**config.mk**
```make
export PLATFORM = sky130hd
export DESIGN_NAME = pipeline_interlock
export DESIGN_NICKNAME = d
export VERILOG_FILES = /design/src/rtl/pipeline_interlock.sv
export SDC_FILE = /design/constraint.sdc
export NUM_CORES = 1
export LEC_CHECK = 0
export ABC_AREA = 1
export BUFFER_PORTS_ARGS = -buffer_cell sky130_fd_sc_hd__buf_2
export CAP_MARGIN = 5
export CORE_ASPECT_RATIO = 1.1
export CORE_MARGIN = 2
export CORE_UTILIZATION = 28
export DETAILED_ROUTE_END_ITERATION = 8
export GPL_TIMING_DRIVEN = 1
export HOLD_SLACK_MARGIN = 0.1
export PLACE_DENSITY = 0.46
export SLEW_MARGIN = 5
export SYNTH_ARGS = -nofsm -noshare
export SYNTH_HDL_FRONTEND = slang
export SYNTH_SLANG_ARGS = --single-unit
```
**constraint.sdc**
```tcl
create_clock -name clk -period 2.4 [get_ports clk]
set_input_delay 0 -clock clk [delete_from_list [all_inputs] [get_ports clk]]
set_output_delay 0 -clock clk [all_outputs]
set_load 0.05 [all_outputs]
```
**src/rtl/pipeline_interlock.sv**
```systemverilog
// Pipeline hazard interlock: load-use bubble, taken-branch flush and a
// multi-cycle multiply freeze, plus a saturating count of stalled cycles.
module pipeline_interlock #(
    parameter int unsigned MUL_LATENCY = 4,
    parameter int unsigned CNT_W       = 16
) (
    input  logic             clk,
    input  logic             rst,
    input  logic             ID_EX_MemRead,
    input  logic [4:0]       ID_EX_RtAddr,
    input  logic [4:0]       IF_ID_RsAddr,
    input  logic [4:0]       IF_ID_RtAddr,
    input  logic             ID_EX_MulOp,
    input  logic             EX_BranchTaken,
    output logic             PCWrite,
    output logic             IF_ID_Write,
    output logic             IF_ID_Flush,
    output logic             ID_EX_Write,
    output logic             ID_EX_Flush,
    output logic             EX_MEM_Flush,
    output logic             MulBusy,
    output logic             MulDone,
    output logic [CNT_W-1:0] StallCount
);

    localparam int unsigned CNT_BITS = 4;

    typedef enum logic {
        RUN      = 1'b0,
        MUL_WAIT = 1'b1
    } state_t;

    state_t              state, state_next;
    logic [CNT_BITS-1:0] cnt, cnt_next;
    logic                lu;

    // Load in EX writes a register the instruction in ID reads; r0 never hazards.
    assign lu = ID_EX_MemRead && (ID_EX_RtAddr != 5'd0) &&
                ((ID_EX_RtAddr == IF_ID_RsAddr) || (ID_EX_RtAddr == IF_ID_RtAddr));

    // Next-state and combinational control outputs.
    always_comb begin
        state_next   = state;
        cnt_next     = cnt;
        PCWrite      = 1'b1;
        IF_ID_Write  = 1'b1;
        IF_ID_Flush  = 1'b0;
        ID_EX_Write  = 1'b1;
        ID_EX_Flush  = 1'b0;
        EX_MEM_Flush = 1'b0;
        MulBusy      = 1'b0;
        MulDone      = 1'b0;

        if (!rst) begin
            unique case (state)
                RUN: begin
                    if (EX_BranchTaken) begin
                        IF_ID_Flush = 1'b1;
                        ID_EX_Flush = 1'b1;
                    end else if (ID_EX_MulOp) begin
                        PCWrite      = 1'b0;
                        IF_ID_Write  = 1'b0;
                        ID_EX_Write  = 1'b0;
                        EX_MEM_Flush = 1'b1;
                        MulBusy      = 1'b1;
                        cnt_next     = CNT_BITS'(MUL_LATENCY - 1);
                        state_next   = MUL_WAIT;
                    end else if (lu) begin
                        PCWrite     = 1'b0;
                        IF_ID_Write = 1'b0;
                        ID_EX_Flush = 1'b1;
                    end
                end
                MUL_WAIT: begin
                    if (cnt != '0) begin
                        PCWrite      = 1'b0;
                        IF_ID_Write  = 1'b0;
                        ID_EX_Write  = 1'b0;
                        EX_MEM_Flush = 1'b1;
                        MulBusy      = 1'b1;
                        cnt_next     = cnt - CNT_BITS'(1);
                    end else begin
                        // Release cycle: the multiply that is still in EX must not retrigger.
                        MulDone    = 1'b1;
                        state_next = RUN;
                        if (lu) begin
                            PCWrite     = 1'b0;
                            IF_ID_Write = 1'b0;
                            ID_EX_Flush = 1'b1;
                        end
                    end
                end
                default: state_next = RUN;
            endcase
        end
    end

    // State, multiply countdown and saturating stall counter.
    always_ff @(posedge clk) begin
        if (rst) begin
            state      <= RUN;
            cnt        <= '0;
            StallCount <= '0;
        end else begin
            state <= state_next;
            cnt   <= cnt_next;
            if (!PCWrite && (StallCount != {CNT_W{1'b1}})) begin
                StallCount <= StallCount + CNT_W'(1);
            end
        end
    end

endmodule

```
==> results of run 1 <==
stage by stage:
step	cells	setup slack, ps	power, µW
final	318	363	764
after global routing	318	123	811
after CTS	318	344	778
after detailed placement	314	375	536
after global placement	314	368	537
after floorplan	220	186	494
metal layers:
layer	global-route usage (%)	up-vias	routed length [µm]
li1	-	785	-
met1	15.8	645	1610
met2	22.0	35	1690
met3	3.54	2	201
met4	2.22	0	15
met5	0	-	0
registers in the layout (all words and copies together), names as in the netlist:
register,cells
state,1
StallCount,16
cnt,4
cell families (layout without fill, tap and decap cells):
logic type,Yosys count,after routing,share of synthesized area (%)
DFF,21,21,28.6
and+or+nand+nor,118,118,36.5
adders and majority gates,3,3,2.56
xor gates and xnor gates,18,18,10.7
AOI/OAI and AO/OA,24,24,11.2
buffers and inverters,36,76,10.4
worst paths after layout:
check	end	slack (ps)	cells after the start	start
max	StallCount[12]	360	8	StallCount[0]
min	state	150	4	EX_BranchTaken
max reg2reg	StallCount[12]	360	8	StallCount[0]
min reg2reg	StallCount[1]	510	2	StallCount[1]
tightest hold or removal path: cells and delay by family:
family          cells  cell delay (ps)
simple gates        1              120
buf+inv             2              160
compound gates      1               70
cell type report:
cell class,instances,area (µm²)
Clock buffer,4,45.0
Fill cell,562,3280
Inverter,29,109
Multi-Input combinational cell,163,896
Sequential cell,21,420
Tap cell,58,72.6
Timing Repair Buffer,43,215
power by group through the flow:
stage / combinational, µW / clock (µW) / sequential, µW
after global routing: 177 / 264 / 369
after CTS: 161 / 250 / 367
final: 158 / 239 / 367
after global placement: 161 / 0 / 376
after floorplan: 115 / 0 / 380
after detailed placement: 160 / 0 / 375
layout by cell type (no fill, tap or decap):
| cell type | instances |
|---|---|
| a211oi_1 | 1 |
| a21oi_1 | 8 |
| a21oi_2 | 10 |
| a311oi_1 | 1 |
| a31oi_1 | 1 |
| buf_2 | 43 |
| clkbuf_1 | 1 |
| clkbuf_8 | 3 |
| clkinv_1 | 3 |
| dfxtp_1 | 21 |
| ha_1 | 3 |
| inv_1 | 23 |
| inv_2 | 3 |
| nand2_1 | 57 |
| nand2_2 | 2 |
| nand2_4 | 1 |
| nand3_1 | 23 |
| nand3b_1 | 1 |
| nand3b_4 | 1 |
| nand4_1 | 4 |
| nor2_1 | 19 |
| nor3_1 | 6 |
| nor3_2 | 1 |
| nor4_1 | 3 |
| o21ai_0 | 2 |
| o21ai_1 | 1 |
| xnor2_1 | 6 |
| xor2_1 | 12 |
==> metrics.txt, run 1 <==
status finished, final reports clean; number of flops mapped to enable cells by yosys 0; Final Util 34.9%; Global Route Usage Sum 12.8%; TritonCTS Buffers 3; Final Wtd Congestion 0.828; CP top delay family simple AND/OR/NAND/NOR gates; row count 27; initial antenna violation count 0; setup TNS 0 ps; Port Buffers 43; Die X 73.1 µm; Pins Over Slew Limit 0; Via density 4.61; Final Hold Viols 0; pin count of the biggest net entering global routing 23; WL final 3520 µm; post-synthesis register bit count 21; Clock transition at path regs 80 ps; Comb pwr share 20.7%; DRC violation count after routing 0; vias in the first global route 1389; sequential cell area fraction in the yosys report 28.6%; clock tree sinks 21; Synth Flop Type dfxtp_1; Post-synth ARST share 0%; cell leakage power 0.000808 µW; die area 5840 µm²; max incr delay on CP 410 ps; clock power share 31.2%; Clock Skews 2.93 ps; Crit Path Max Fanout 18; critical-path cell list ha_1 > clkinv_1 > nor2_1 > nand4_1 > nand3b_4 > nand2_4 > nand2_1 > a21oi_1; top-count cell post-synth nand2_1; hold buffer count at CTS 0; clk buf depth 2; Die Ht 80.0 µm; final critical-path required period 2040 ps; syn_area_per_cell 6.68 µm²; Mapped Nets 243; Post-CTS Setup Bufs 0; max_cap viols 0; Initial Utilization 29.2%; Hold Slack 146 ps; Yosys top cell area share 28.6%; sw frac 31.4%; DP Wirelength 2700 µm; fmax 0.491 GHz; drt pass-1 iters 4; slowest CP cell dfxtp_1; Worst EP required 2590 ps; first-pass GRT wire length 6080 µm; Power Dens Cells 435 nW/µm²; endpoints failing setup 0; actual slew at the worst max-slew pin 534 ps; vias post-DR 1467; CP Class reg -> reg; synth unique cells 30; Detailed Route Iter0 Violations 50; Worst setup EP type flop; synthesized area 1470 µm²; most frequent cells after synthesis nand2_1 (57), inv_1 (23), nand3_1 (23), dfxtp_1 (21), nor2_1 (19); Area after DPL 1710 µm²; CTS tree done; Avg WL per Cell 11.1 µm; Final #Nets 284; post-CTS resize count 0; Routed Antenna Nets 0; Sw Pwr 240 µW; fraction of layout cells with a size suffix above 1 24.6%; core area 5030 µm²; internal power 524 µW; Period Utilization, post-route 84.9%; Syn. warnings 0; Area Overhead vs Synth 19.7%; Worst EP arrival 2230 ps; ANT cells 0; Worst Setup Start Kind flop; sequential share of power 48.0%; worst skew pair latency 260 ps; Finished Cell Area 1760 µm²; cell taking the most area after synthesis dfxtp_1; CTS HTree Levels 1; Peak VDD IR 0.000208 V; Hold Crit Class in -> reg; Bufs and invs on worst path 1; Remaining Overflow, GRT 0; Root Driver clkbuf_8; Cells after Synth 220; Synth area leaders dfxtp_1 (29%), nand2_1 (15%), nand3_1 (7.8%); RSZ-0062 raised after global routing no; Slew HR 64.4%; IO Pins 44
No activity file was read; power rests on OpenSTA's default activity.
==> run 2, diff against run 1 <==
--- a/config.mk
+++ b/config.mk
@@ -14,7 +14,7 @@
 export DETAILED_ROUTE_END_ITERATION = 8
 export GPL_TIMING_DRIVEN = 1
 export HOLD_SLACK_MARGIN = 0.1
-export PLACE_DENSITY = 0.46
+export PLACE_DENSITY = 0.47
 export SLEW_MARGIN = 5
 export SYNTH_ARGS = -nofsm -noshare
 export SYNTH_HDL_FRONTEND = slang
==> constraint.sdc (replaced) <==
create_clock -name clk -period 1.75 [get_ports clk]
set_input_delay 0 -clock clk [delete_from_list [all_inputs] [get_ports clk]]
set_output_delay 0 -clock clk [all_outputs]
set_load 0.05 [all_outputs]
==> run 2 against run 1 <==
First-iteration DRC count is 38% higher. Largest power group unchanged. Via count rose by 5.0%. Hold slack better by 53 ps. Sequential share of layout area down 1.9 points. Largest cell class unchanged.
==> metrics.txt, run 2 (synthesized netlist as in run 1, its figures left out) <==
Die Ht 80.0 µm; fmax 0.606 GHz; Clock Skews 4.24 ps; Remaining Overflow, GRT 0; actual slew at the worst max-slew pin 325 ps; ANT cells 0; max FFs per register 16; endpoints failing setup 0; most frequent cells in the layout nand2_1 (54), buf_2 (40), nand3_1 (23); RSZ-0062 raised after global routing yes; fill count 534; status finished, final reports clean; initial antenna violation count 0; register area 442 µm²; Routed Antenna Nets 0; TritonCTS Buffers 3; Hold Crit Class in -> reg; Largest regs StallCount (16), cnt (4), state (1); Crit Path Max Fanout 4; vias in the first global route 1482; max_cap viols 0; pin count of the biggest net entering global routing 22; IO Pins 44; multi-input logic area 967 µm²; Via density 4.63; setup TNS 0 ps; Peak VDD IR 0.000258 V; clk buf depth 2; vias post-DR 1541; Top reg by flops StallCount; Initial Utilization 29.2%; Global Route Usage Sum 13.7%; Area Overhead vs Synth 36.5%; CP Class reg -> out; Pins Over Slew Limit 0; Worst Setup Start Kind flop; DRC violation count after routing 0; DP Wirelength 2820 µm; Avg WL per Cell 11.0 µm; row count 27; Port Buffers 43; Worst EP arrival 1650 ps; fraction of layout cells with a size suffix above 1 38.2%; Final Hold Viols 0; worst skew pair latency 260 ps; CTS tree done; Final Wtd Congestion 0.795; Final #Nets 299; core area 5030 µm²; Detailed Route Iter0 Violations 69; CTS HTree Levels 1; Worst setup EP type output pin; cell leakage power 0.000915 µW; Hold Slack 198 ps; Clock transition at path regs 80 ps; clock tree sinks 21; Worst EP required 1750 ps; Die X 73.1 µm; Slew HR 78.1%; final critical-path required period 1650 ps; drt pass-1 iters 4; Period Utilization, post-route 94.3%; WL final 3650 µm; Root Driver clkbuf_8; Power Dens Cells 553 nW/µm²; first-pass GRT wire length 6400 µm; most common cell after layout, fill and taps aside nand2_1; die area 5840 µm²
-- run 2: path summary, 6_finish.rpt --
path | slack, ps | end | depth (start not counted) | startpoint
worst min register to register | 500 | StallCount[7] | 2 | StallCount[7]
worst min-delay path | 200 | state | 5 | rst
worst max register to register | 110 | StallCount[4] | 11 | cnt[0]
worst max-delay path | 100 | IF_ID_Write | 10 | cnt[0]
-- run 2: per-stage QoR --
step	setup slack (ps)	instances	instance area, µm²	power (µW)	utilization, %
after detailed placement	20.0	323	1850	761	36.7
after global placement	47.5	323	1850	761	36.7
after CTS	21.1	329	1940	1110	38.5
final	101	333	2010	1110	39.8
after global routing	-15.8	333	2010	1180	39.8
after floorplan	-222	220	1530	686	-
-- run 2: timing repair --
action | CTS | global route
resized for setup | 7 | 15
setup endpoints to repair | 3 | 22
cloned | 0 | 0
hold buffers | 0 | 0
pin swaps | 1 | 5
buffers inserted | 2 | 4
-- run 2: layout make-up --
cell class,instances,share of cell area (%)
Clock buffer,4,2.25
Timing Repair Buffer,58,18.5
Sequential cell,21,22.0
Inverter,29,5.43
Tap cell,58,3.62
Multi-Input combinational cell,163,48.2
-- run 2: worst max-delay path: stages, from the launching register on --
cell and delay [ps]:
dfxtp_2 330, inv_1 60, ha_2 180, nand2_2 80, nor3_2 40, nor2_2 210
nand2_4 100, nand2_8 90, buf_6 110, inv_2 40, buf_6 140
-- run 2: layer usage --
layer	GRT usage [%]	vias to the layer above	part of all wire [%]
met5	0	-	0
met4	3.33	0	0.55
met3	1.89	2	3.4
met2	24.8	27	52
li1	-	816	-
met1	16.6	696	44
-- run 2: report_power, final --
part | total (µW) | internal (µW) | leakage [µW] | switching (µW)
sequential | 505 | 490 | 0.000177 | 15.5
clock | 328 | 162 | 0.0000228 | 165
combinational | 275 | 105 | 0.000716 | 170
total | 1110 | 758 | 0.000915 | 351
==> run 3, diff against run 2 <==
--- a/config.mk
+++ b/config.mk
@@ -5,7 +5,7 @@
 export SDC_FILE = /design/constraint.sdc
 export NUM_CORES = 1
 export LEC_CHECK = 0
-export ABC_AREA = 1
+export ABC_AREA = 0
 export BUFFER_PORTS_ARGS = -buffer_cell sky130_fd_sc_hd__buf_2
 export CAP_MARGIN = 5
 export CORE_ASPECT_RATIO = 1.1
@@ -14,7 +14,6 @@
 export DETAILED_ROUTE_END_ITERATION = 8
 export GPL_TIMING_DRIVEN = 1
 export HOLD_SLACK_MARGIN = 0.1
-export PLACE_DENSITY = 0.47
 export SLEW_MARGIN = 5
 export SYNTH_ARGS = -nofsm -noshare
 export SYNTH_HDL_FRONTEND = slang
==> run 3 against run 2 <==
The flow now finishes with violations (setup timing). Combinational power is 50% higher. Fmax is 17% lower. Hold slack worse by 24 ps. Sequential power hardly changed. Non-clock buffer count is 19 higher. Count of clock-buffer cells in the layout is 1 lower. Synthesized cell count is 34% lower. Die area is 17% lower. Largest cell class unchanged.
==> metrics.txt, run 3 <==
fmax 0.506 GHz; pin count of the biggest net entering global routing 29; Avg WL per Cell 11.8 µm; max incr delay on CP 390 ps; Syn. warnings 0; Worst setup EP type output pin; hold path start rst; cell leakage power 0.000790 µW; RSZ-0062 raised after global routing yes; routed length on met2 1670 µm; max_cap viols 0; ANT cells 0; Root Driver clkbuf_8; first-pass GRT wire length 5210 µm; Initial Utilization 28.7%; Remaining Overflow, GRT 0; Worst EP arrival 1980 ps; post-synthesis register bit count 21; failing checks setup timing; Period Utilization, post-route 113%; Slew HR 68.1%; critical-path cell list inv_2 > ha_4 > or3b_4 > a21oi_4 > buf_6 > or2b_1 > a21oi_4 > buf_6; Clock Skews 10.2 ps; CP top delay family simple AND/OR/NAND/NOR gates; DRC violation count after routing 0; final worst slack -227 ps; endpoints failing setup 25; vias post-DR 1336; actual slew at the worst max-slew pin 479 ps; Crit Path Max Fanout 3; vias in the first global route 1215; status complete, but fails checks; row count 25; final critical-path required period 1980 ps; slowest CP cell or3b_4; synth unique cells 36; synthesized area 1210 µm²; total chip power 1240 µW; worst skew pair latency 270 ps; Global Route Usage Sum 13.5%; Worst EP required 1750 ps; TritonCTS Buffers 3; Area Overhead vs Synth 62.0%; Synth area leaders dfxtp_1 (35%), xnor2_1 (8.7%), a21oi_1 (6.6%); Largest regs StallCount (16), cnt (4), state (1); most frequent cells in the layout buf_2 (36), buf_4 (30), a21oi_1 (14); CTS HTree Levels 1; Met3 Wirelength 158 µm; Final #Nets 242; Final Wtd Congestion 0.713; max layer used met4; Port Buffers 43; hold buffer count at CTS 0; Met1 Wirelength 1370 µm; Die Ht 72.9 µm; cell taking the most area after synthesis dfxtp_1; Power Dens Cells 635 nW/µm²; Synth Flop Type dfxtp_1; number of flops mapped to enable cells by yosys 0; Via density 4.91; IO Pins 44; drt pass-1 iters 4; top-count cell post-synth dfxtp_1; Post-synth ARST share 0%; clk buf depth 2; Pins Over Slew Limit 0; Mapped Nets 168; DP Wirelength 2240 µm; die area 4860 µm²; Detailed Route Iter0 Violations 34; Peak VDD IR 0.000366 V; initial antenna violation count 0; Die X 66.7 µm; Bufs and invs on worst path 3; Cells after Synth 145; Top reg by flops StallCount; Crit. Startpoint cnt[0]; most common cell after layout, fill and taps aside buf_2; WL final 3220 µm; max FFs per register 16; Yosys top cell area share 34.7%; core area 4220 µm²; fraction of layout cells with a size suffix above 1 55.0%; Routed Antenna Nets 0; clock tree sinks 21; CTS tree done; Worst Setup Start Kind flop; Area after DPL 1740 µm²; CP Class reg -> out; Final Hold Viols 0; syn_area_per_cell 8.34 µm²; Clock transition at path regs 70 ps; most frequent cells after synthesis dfxtp_1 (21), a21oi_1 (16), xnor2_1 (12); sequential cell area fraction in the yosys report 34.7%; reg2reg start cnt[0]; Hold Crit Class in -> reg; Finished Cell Area 1960 µm²
[run 3: changes by cell type in the layout (fill, tap and decap cells not counted), sizes merged, moves of 4 or more]
cell	change
or4	+7
or3	+8
xnor2	+6
buf	+19
nor2	-13
inv	-22
nand3	-18
xor2	-11
nand2	-52
o21ai	+7
o31ai	+6
nor3	-4
[run 3: logic make-up after synthesis]
logic type / after synthesis / synth area share [%]
AND/OR/NAND/NOR: 57 / 27.8
AO/OA/AOI/OAI: 37 / 17.8
flip-flops: 21 / 34.7
XOR/XNOR: 13 / 9.41
buffers and inverters: 13 / 6.31
adder cells (fa/ha/maj): 3 / 3.10
multiplexers: 1 / 0.827
[run 3: metal layers]
metal,up-vias,global-route usage (%)
met5,-,0
met4,0,3.17
met3,5,4.63
met2,29,23.8
met1,626,15.6
li1,676,-
[run 3: final timing paths]
kind,end,slack [ps],cells past startpoint
worst max-delay path,ID_EX_Flush,-230,8
worst min-delay path,StallCount[1],170,2
worst max register to register,cnt[2],-140,11
worst min register to register,StallCount[10],500,2
[run 3: layout make-up]
type	instances	area, µm²
inverter	5	22.5
fill	432	2260
sequential	21	458
timing repair buffer	77	549
clock inverter	1	5.00
clock buffer	3	41.3
tap	54	67.6
multi-input combinational	111	817
[run 3: power breakdown]
group / leakage, µW / total (µW) / internal [µW] / switching, µW
registers: 0.000181 / 507 / 490 / 16.3
logic: 0.000584 / 412 / 201 / 211
clock network: 0.0000255 / 325 / 159 / 166
[run 3: worst register-to-register path, delay by kind of cell (launching register included)]
kind            cells  cell delay [ps]
simple gates        3              600
buf+inv             5              510
flops               1              320
compound gates      1              170
xor+xnor            1              130
fa+ha+maj           1              120
[run 3: through the flow]
| step | hold slack (ps) | instances | TNS, ps | setup WS [ps] | utilization, % |
|---|---|---|---|---|---|
| after floorplan | 102 | 145 | -1050 | -145 | - |
| after global placement | 438 | 262 | -1030 | -129 | 41.2 |
| after detailed placement | 446 | 262 | -1290 | -152 | 41.2 |
| after CTS | 171 | 269 | -1500 | -210 | 44.4 |
| after global routing | 191 | 272 | -4720 | -313 | 46.4 |
| final | 175 | 272 | -2150 | -227 | 46.4 |
[run 3: timing repair]
item	CTS	global route
gates resized for setup	20	15
buffers inserted	3	3
cloned	0	0
pin swaps	1	3
setup endpoints to repair	22	25
